**config.mk**
```make
export PLATFORM = sky130hd
export DESIGN_NAME = if_fetch_stage
export DESIGN_NICKNAME = d
export VERILOG_FILES = /design/src/rtl/if_fetch_stage.sv
export SDC_FILE = /design/constraint.sdc
export NUM_CORES = 1
export LEC_CHECK = 0
export CORE_AREA = 2 2 121 123
export DETAILED_ROUTE_END_ITERATION = 7
export DIE_AREA = 0 0 123 125
export PLACE_DENSITY = 0.78
export SLEW_MARGIN = 20
export SYNTH_ARGS = -nofsm -noshare
export SYNTH_HDL_FRONTEND = slang
export SYNTH_SLANG_ARGS = --single-unit
```
**constraint.sdc**
```tcl
create_clock -name clk -period 2.2 [get_ports clk]
set_input_delay 0.44 -clock clk [delete_from_list [all_inputs] [get_ports clk]]
set_output_delay 0.44 -clock clk [all_outputs]
set_load 0.02 [all_outputs]
```
**src/rtl/if_fetch_stage.sv**
```systemverilog
// Instruction-fetch stage: owns the PC, fetches from a variable-latency
// instruction memory and presents {PC+step, instruction} to the IF/ID register.
// Latency: at least 2 cycles per instruction (FETCH then READY). Backpressure:
// freeze holds READY. A branch redirect overrides freeze.
//
// Ports:
//   clk, rst            clock and synchronous active-high reset
//   freeze              hazard stall; holds the presented instruction/PC in READY
//   branch_taken/addr   single-cycle redirect from EX
//   imem_req/addr       request outstanding and its address (stable until valid)
//   imem_valid/rdata    one-cycle response strobe and instruction word
//   if_valid            pc_out/instruction carry a real fetch (zeros otherwise)
//   pc_out              fetched address + PC_STEP
//   instruction         fetched instruction word
module if_fetch_stage #(
  parameter int                     WORD_LEN = 32,
  parameter logic [WORD_LEN-1:0]    RESET_PC = '0,
  parameter int                     PC_STEP  = 4
) (
  input  logic                clk,
  input  logic                rst,
  input  logic                freeze,
  input  logic                branch_taken,
  input  logic [WORD_LEN-1:0] branch_addr,
  output logic                imem_req,
  output logic [WORD_LEN-1:0] imem_addr,
  input  logic                imem_valid,
  input  logic [WORD_LEN-1:0] imem_rdata,
  output logic                if_valid,
  output logic [WORD_LEN-1:0] pc_out,
  output logic [WORD_LEN-1:0] instruction
);

  // FETCH: request outstanding, result wanted.
  // READY: instruction buffered and presented downstream.
  // DRAIN: a redirect arrived mid-request; wait for the stale response
  //        before issuing the new address, so imem_addr never changes
  //        under an outstanding request.
  localparam logic [1:0] FETCH = 2'd0;
  localparam logic [1:0] READY = 2'd1;
  localparam logic [1:0] DRAIN = 2'd2;

  localparam logic [WORD_LEN-1:0] STEP = WORD_LEN'(PC_STEP);

  logic [1:0]          state;
  logic [WORD_LEN-1:0] pc;
  logic [WORD_LEN-1:0] addr_q;
  logic [WORD_LEN-1:0] inst_q;
  logic [WORD_LEN-1:0] next_seq;

  // Wraps naturally modulo 2^WORD_LEN.
  assign next_seq = addr_q + STEP;

  always_ff @(posedge clk) begin
    if (rst) begin
      pc     <= RESET_PC;
      addr_q <= RESET_PC;
      inst_q <= '0;
      state  <= FETCH;
    end else begin
      case (state)
        FETCH: begin
          if (imem_valid) begin
            if (branch_taken) begin
              // Response belongs to the wrong path; restart at the target
              // next cycle (addr_q changes only now that the request ended).
              pc     <= branch_addr;
              addr_q <= branch_addr;
            end else begin
              inst_q <= imem_rdata;
              state  <= READY;
            end
          end else if (branch_taken) begin
            // Request still in flight: remember the target, keep imem_addr.
            pc    <= branch_addr;
            state <= DRAIN;
          end
        end
        READY: begin
          if (branch_taken) begin
            pc     <= branch_addr;
            addr_q <= branch_addr;
            state  <= FETCH;
          end else if (!freeze) begin
            pc     <= next_seq;
            addr_q <= next_seq;
            state  <= FETCH;
          end
        end
        DRAIN: begin
          if (branch_taken) begin
            pc <= branch_addr;
          end
          if (imem_valid) begin
            // A redirect in the same cycle as the stale response wins.
            addr_q <= branch_taken ? branch_addr : pc;
            state  <= FETCH;
          end
        end
        default: begin
          state <= FETCH;
        end
      endcase
    end
  end

  assign imem_req    = (state == FETCH) || (state == DRAIN);
  assign imem_addr   = addr_q;
  assign if_valid    = (state == READY);
  assign pc_out      = (state == READY) ? next_seq : '0;
  assign instruction = (state == READY) ? inst_q : '0;

endmodule

```
**Word-level counts from Yosys, hierarchy flattened**

Index checks and enable logic that the tools add are counted.

- Register bits: 98
- Input port bits: 69
- Output and inout bits: 98
- Logic and storage cells: 40

- $add $sub $neg: 1
- Equality and inequality tests: 8
- Muxes and demuxes: 17
- Bitwise operators: 1
- Reductions and logical operators: 9

Operators with widths:

| cell | number |
|---|---|
| $mux W32 | 8 |
| $pmux W32 S3 | 1 |
| $pmux W32 S2 | 1 |
| $add A32 B3 Y32 const B | 1 |
| $mux W2 | 6 |
| $ne A3 B3 Y1 const B | 3 |
| $ne A2 B2 Y1 const B | 3 |
| $pmux W2 S3 | 1 |
| $reduce_and A5 Y1 | 1 |
| $reduce_and A4 Y1 | 1 |
| $reduce_and A3 Y1 | 1 |
| $reduce_bool A3 Y1 | 1 |
| $eq A2 B1 Y1 const B | 1 |
| $eq A2 B2 Y1 const B | 1 |
| $logic_not A2 Y1 | 1 |
| $reduce_and A2 Y1 | 1 |
| $reduce_bool A2 Y1 | 1 |
| $reduce_or A2 Y1 | 1 |
| $logic_or A1 B1 Y1 | 1 |
| $not A1 Y1 | 1 |

**Depth between registers and ports, before layout**

Gate-level depths: netlist of run 1.

- Depth after elaboration: 4
- Depth in mapped cells: 10
- Mapped depth without buffers: 8

**Least setup slack after synthesis of run 1**

Ideal clock, no wire load.

- Path kind: register to output
- From: register addr_q[8], in the netlist imem_addr[8]
- To: output pc_out[19]
- Arrival time: 2.099 ns
- Required time: 1.760 ns
- Setup slack: -0.339 ns
- Cell stages (with the launch flop): 7
- Path buffers: 2
- Cell sequence: dfxtp_1 > buf_2 > inv_1 > or4_1 > buf_2 > or3_1 > a21oi_1

- Longest elaborated chain between the ends: 2

Ends and longest elaborated chain:

| element | line | text |
|---|---|---|
| start, declared | 47 | `logic [WORD_LEN-1:0] addr_q;` |
| start signal, assigned | 68 | `addr_q <= branch_addr;` |
| start signal, assigned | 82 | `addr_q <= branch_addr;` |
| start signal, assigned | 86 | `addr_q <= next_seq;` |
| $add A32 B3 Y32 | 52 | `assign next_seq = addr_q + STEP;` |
| $mux W32 | 110 | `assign pc_out = (state == READY) ? next_seq : '0;` |
| end, declared | 30 | `output logic [WORD_LEN-1:0] pc_out,` |

Every way passes these cells.

**Worst setup path in the final report of run 1**

- From: register addr_q[11], in the netlist imem_addr[11]
- To: output pc_out[19]

Same word-level chain as after synthesis.

==> results.yml, run 1 <==
timing:
  hold_violations: 0
  fmax_ghz: 0.3942
  fin_ws_ps: -336.5
  fin_crit_ps: 2537
  whs_ps: 449.9
  rsz0062_at_grt: "yes"
  max_slew_margin_pct: 58.60
  skew_ps: 7.584
  slew_viol_final: 0
  finalSetupViolations: 24
  worstMarginPinSlew_ps: 620.3
  fin_crit_sh_pct: 115.3
logic_synthesis:
  ys_ff_latch: 98
  yosysWarnings: 0
  syn_area_sq_mm: 0.006027
  yosysMostFrequentCell: "nand2_1"
  synthTopCellsByCount: "103 x nand2_1, 98 x dfxtp_1, 59 x clkbuf_1"
  yosys.cell_types.count: 67
  syn_nets: 875
  synth_edf_count: 0
  synth_area_per_cell_sq_um: 7.524
  synthArstFlopShare_pct: 0
  synth-seq-area-share_pct: 32.55
  yosysTopAreaCellShare_pct: 32.55
  syn_inst: 801
  synth.area.top_cells: "dfxtp_1 33%, nand2_1 6.4%, a21oi_1 4.7%, and2_1 4.7%, o21ai_0 4.1%"
  yosysTopAreaCell: "dfxtp_1"
  synth_ff_type: "dfxtp_1"
global_route:
  antenna_found_initial: 0
  grt_usage_pct: 31.14
  grt_pass1_vias: 7274
  grt_max_degree: 41
  overflow: 0
  grt_pass1_wl_microns: 37650
finish:
  n_antenna_cell: 0
  final_layout_size_suffix_gt1_share_pct: 31.67
  final_nets: 1172
  num-fill-cells: 1040
  final_util_pct: 70.56
  seq_area_sq_mm: 0.001997
  multi_input_area_sq_mm: 0.004213
  final_cell_area_sq_mm: 0.01002
  instances_no_fill: 1286
  area_delta_synth_final_pct: 66.29
outcome:
  violations: "design-rule violations, negative setup slack"
  outcome: "finished, violations left"
route:
  post_drt_wl_per_cell_microns: 20.52
  num_vias: 8119
  drc: 4
  routed_wl_microns: 26390
  firstDrtPassIters: 8
  ant_nets: 0
  drt-vias-per-instance: 6.313
  drt_iter0_drc: 1190
worst_setup_path:
  end_kind: "output port"
  path_buf_inv: 1
  slowest_delay_ps: 580
  path_class: "flop to output port"
  critPathLaunchType: "flop"
  worstPathRequired_ps: 1760
  cp_cell_sequence: "nand4_1 > or4_4 > or3_4 > a21oi_4 > buf_6"
  cp_slowest_cell: "or4_4"
  cp.arrival_ps: 2100
  crit_family: "simple AND/OR/NAND/NOR gates"
  cp_max_fo: 5
hold_path:
  hold_path_class: "flop to flop"
floorplan:
  num_io_pins: 167
  die_w_microns: 123
  core_area_sq_mm: 0.01420
  row_count: 44
  die_y_microns: 125
  design.die.area_sq_mm: 0.01538
  initial_core_util_pct: 42.43
pwr:
  vdd_drop_max_uv: 537.2
  power_density_mw_per_mm2: 608.6
  p_leak_nw: 4.029
cts:
  numCtsBuffers: 9
  clock_tree.buffer_depth: 2
  h-tree-depth: 3
  clk_latency_ps: 360
  clkTransAtPathRegs_ps: 70
  cts_tree: "done"
  clockRootBuffer: "clkbuf_16"
  cts_sinks: 98
placed_design:
  io_buffers: 166
  routabilityCongestion: 0.9645
  postPlaceCellArea_sq_mm: 0.008909
  placed_cells_incl_taps: 1231
  dp_hpwl_microns: 16710
flow_run:
  cap_violations: 0
## flip-flops by register name (all words and copies together) (netlist names)
register   cells
pc            32
imem_addr     32
state          2
inst_q        32
## metal layers
layer	track usage [%]	part of all wire, %
met4	15.04	6.6
met3	8.850	13
met5	0	0
met2	49.79	45
met1	38.20	36
## repair_timing
item	CTS	global route
gates cloned	1	0
pin swaps	21	47
buffers inserted	15	29
hold buffers	0	0
resized for setup	191	155
endpoints found under the setup margin	85	92
## stage by stage
step,power (W),TNS [ps],worst slack (ps)
4_1_cts,0.005922,-5541,-405.7
5_1_grt,0.006329,-5494,-385.1
6_report,0.006100,-4174,-336.5
2_1_floorplan,0.003117,-118.3,-51.53
3_5_place_dp,0.004140,-8372,-520.4
3_3_place_gp,0.004109,-7439,-508.6
## layout make-up
type                    instances  share of cell area, %
multi-input cells             615                  42.04
repair buffers                360                  32.13
flip-flops and latches         98                  19.93
clock buffers                  12                  2.360
well taps                     184                  2.297
clock inverters                 3                 0.6492
inverters                      14                 0.5993
## worst paths after layout
check	end	cells after the start	startpoint	slack [ps]
hold reg to reg	inst_q[29]$_SDFFE_PP0P_	2	inst_q[29]$_SDFFE_PP0P_	450
setup reg to reg	pc[16]$_SDFFE_PP0P_	9	imem_addr[14]$_SDFFE_PP0P_	-20
setup / recovery	pc_out[19]	5	imem_addr[11]$_SDFFE_PP0P_	-340
hold / removal	inst_q[29]$_SDFFE_PP0P_	2	inst_q[29]$_SDFFE_PP0P_	450
## placed cells by master (no fill, tap or decap), drive strengths merged, types with 9 or more instances in the layout
cell type	netlist	layout
nor2	59	59
dfxtp	98	98
xnor2	16	16
buf	15	220
o211ai	9	9
and2	45	45
a21oi	57	57
nand3	17	17
clkdlybuf4s15	0	29
a22oi	13	13
nor3	16	16
clkbuf	59	23
o22ai	14	14
o21a	9	9
a22o	15	15
a31oi	16	16
inv	12	12
and3	10	10
nand2	103	103
o21ai	53	53
nor4	12	12
a221oi	21	21
nand4	20	20
clkdlybuf4s50	0	98
## cells by family after synthesis
family | synth area share, %
xor gates and xnor gates | 2.906
muxes | 0.7058
adders and majority gates | 1.038
buffers and inverters | 5.750
AOI/OAI and AO/OA | 29.94
DFF | 32.55
and+or+nand+nor | 27.11
## worst reg2reg max path: stages (launching register included)
cell	delay [ps]
dfxtp_1	370
buf_4	220
nand4_1	170
nor4_4	340
xnor2_2	130
buf_4	150
buf_4	130
buf_4	130
a221o_1	280
a32o_1	210
## power by group
group / internal (W) / switching, W
clock network: 0.000991 / 0.000707
logic: 0.00106 / 0.00121
registers: 0.00198 / 0.000148
total: 0.00403 / 0.00207
No activity file was read; power rests on OpenSTA's default activity.
==> run 2: changes to the inputs <==
Settings changed: ABC_CLOCK_PERIOD_IN_PS set to 2200, CELL_PAD_IN_SITES_DETAIL_PLACEMENT set to 0, CELL_PAD_IN_SITES_GLOBAL_PLACEMENT set to 1, CORE_AREA 2 2 121 123 to 2 2 143 145, DIE_AREA 0 0 123 125 to 0 0 145 147, PLACE_DENSITY 0.78 to 0.77, RECOVER_POWER set to 100.
==> results.yml, run 2 (synthesis results as in run 1) <==
finish:
  num-fill-cells: 1875
  final_cell_area_sq_mm: 0.01033
  instances_no_fill: 1390
  final_common_cell: "buf_4"
  final_cell_mix: "180 x buf_4, 102 x nand2_1, 79 x dfxtp_1"
  area_delta_synth_final_pct: 71.48
  final_layout_size_suffix_gt1_share_pct: 32.68
  n_antenna_cell: 0
  final_nets: 1189
global_route:
  grt_pass1_vias: 7435
  grt_usage_pct: 23.91
  grt_max_degree: 41
  antenna_found_initial: 0
  grt_pass1_wl_microns: 40680
  overflow: 0
timing:
  slew_viol_final: 0
  finalSetupViolations: 50
  skew_ps: 9.831
  fmax_ghz: 0.3887
  worstMarginPinSlew_ps: 683.0
  setup_tns_ps: -5942
  hold_violations: 0
  fin_crit_ps: 2573
  fin_ws_ps: -372.7
  max_slew_margin_pct: 54.47
  rsz0062_at_grt: "yes"
  fin_crit_sh_pct: 116.9
floorplan:
  die_w_microns: 145
  design.die.area_sq_mm: 0.02132
  initial_core_util_pct: 30.37
  die_y_microns: 147
  row_count: 52
  num_io_pins: 167
  core_area_sq_mm: 0.01984
pwr:
  power_density_mw_per_mm2: 595.2
  power_w: 0.006151
  vdd_drop_max_uv: 436.6
  p_leak_nw: 4.250
placed_design:
  routabilityCongestion: 0.9193
  dp_hpwl_microns: 18640
  placed_cells_incl_taps: 1331
  io_buffers: 166
  postPlaceCellArea_sq_mm: 0.009159
worst_setup_path:
  path_buf_inv: 1
  r2r_cells: 10
  path_class: "flop to output port"
  cp_slowest_cell: "or4_4"
  cp_max_fo: 5
  worstPathRequired_ps: 1760
  reg2reg_slack_ps: -110
  critPathLaunchType: "flop"
  r2r_end: "imem_addr[25]$_SDFFE_PP0P_"
  reg2reg_from: "state[0]$_SDFFE_PP0P_"
  crit_family: "simple AND/OR/NAND/NOR gates"
  slowest_delay_ps: 610
  cp.arrival_ps: 2130
  cp_cell_sequence: "nand4_1 > or4_4 > or3_4 > a21oi_4 > buf_6"
  end_kind: "output port"
route:
  routed_wl_microns: 26590
  firstDrtPassIters: 5
  drt-vias-per-instance: 5.540
  drt_iter0_drc: 570
  post_drt_wl_per_cell_microns: 19.13
  ant_nets: 0
  drc: 0
  num_vias: 7701
outcome:
  violations: "negative setup slack"
  outcome: "finished, violations left"
cts:
  clockRootBuffer: "clkbuf_16"
  clkTransAtPathRegs_ps: 80
  cts_tree: "done"
  h-tree-depth: 3
  cts_sinks: 98
  clk_latency_ps: 360
  clock_tree.buffer_depth: 2
  numCtsBuffers: 9
flow_run:
  cap_violations: 0
hold_path:
  hp-start: "inst_q[5]$_SDFFE_PP0P_"
  holdPathStages: 2
  hold-path-endpoint: "inst_q[5]$_SDFFE_PP0P_"
  hold_path_class: "flop to flop"
[run 2: changes by cell type in the layout (fill, tap and decap cells not counted), moves of 6 or more]
cell	change
buf_4	+6
buf_6	+7
clkbuf_2	-10
clkdlybuf4s15_1	-21
clkdlybuf4s15_2	+8
clkdlybuf4s50_1	-27
dlygate4sd2_1	+21
dlygate4sd3_1	+27
[run 2: worst max-delay path by stage]
stage                     cells after the start  slack (ps)          to                  startpoint
after CTS                                     5        -350  pc_out[19]  imem_addr[12]$_SDFFE_PP0P_
final                                         5        -370  pc_out[19]  imem_addr[12]$_SDFFE_PP0P_
after global placement                        5        -500  pc_out[19]  imem_addr[13]$_SDFFE_PP0P_
after detailed placement                      5        -530  pc_out[19]   imem_addr[6]$_SDFFE_PP0P_
after global routing                          8        -410  pc_out[29]   imem_addr[2]$_SDFFE_PP0P_
after floorplan                               6         -50  pc_out[19]  imem_addr[14]$_SDFFE_PP0P_
[run 2: per-stage QoR]
stage | setup slack [ps] | hold WS, ps | utilization [%]
floorplan | -51.53 | 431.7 | -
global placement | -503.7 | 436.6 | 46.15
detailed placement | -530.1 | 442.3 | 46.15
CTS | -352.0 | 451.3 | 50.28
global route | -411.3 | 469.0 | 52.08
finish | -372.7 | 449.6 | 52.08
[run 2: worst min-delay path, cell delays in order, from the launching register on]
cell and delay [ps]:
dfxtp_1 300, nand2_1 50, a21oi_1 50
[run 2: layout make-up]
| cell class | instances | area, sq um | share of cell area (%) |
|---|---|---|---|
| sequential | 98 | 1993 | 19.29 |
| multi-input combinational | 615 | 4195 | 40.59 |
| timing repair buffer | 377 | 3431 | 33.20 |
| clock buffer | 11 | 242.7 | 2.349 |
| clock inverter | 5 | 77.57 | 0.7506 |
| tap | 270 | 337.8 | 3.269 |
| inverter | 14 | 57.56 | 0.5569 |
[run 2: power breakdown]
group | switching [W] | internal [W]
logic | 0.00120 | 0.00106
clock network | 0.000756 | 0.00103
registers | 0.000138 | 0.00197
total | 0.00209 | 0.00406
[run 2: layer usage]
layer  part of all wire, %  global-route usage [%]
met5                     0                       0
met4                   3.4                   10.05
met3                   8.7                   6.429
met2                    47                   40.00
met1                    41                   29.12
[run 2: repair_timing]
| item | in CTS | in global routing |
|---|---|---|
| setup endpoints to repair | 74 | 65 |
| hold buffers | 0 | 0 |
| resized for setup | 274 | 61 |
| cloned | 1 | 0 |
| buffers inserted | 22 | 24 |
| pin swaps | 37 | 40 |
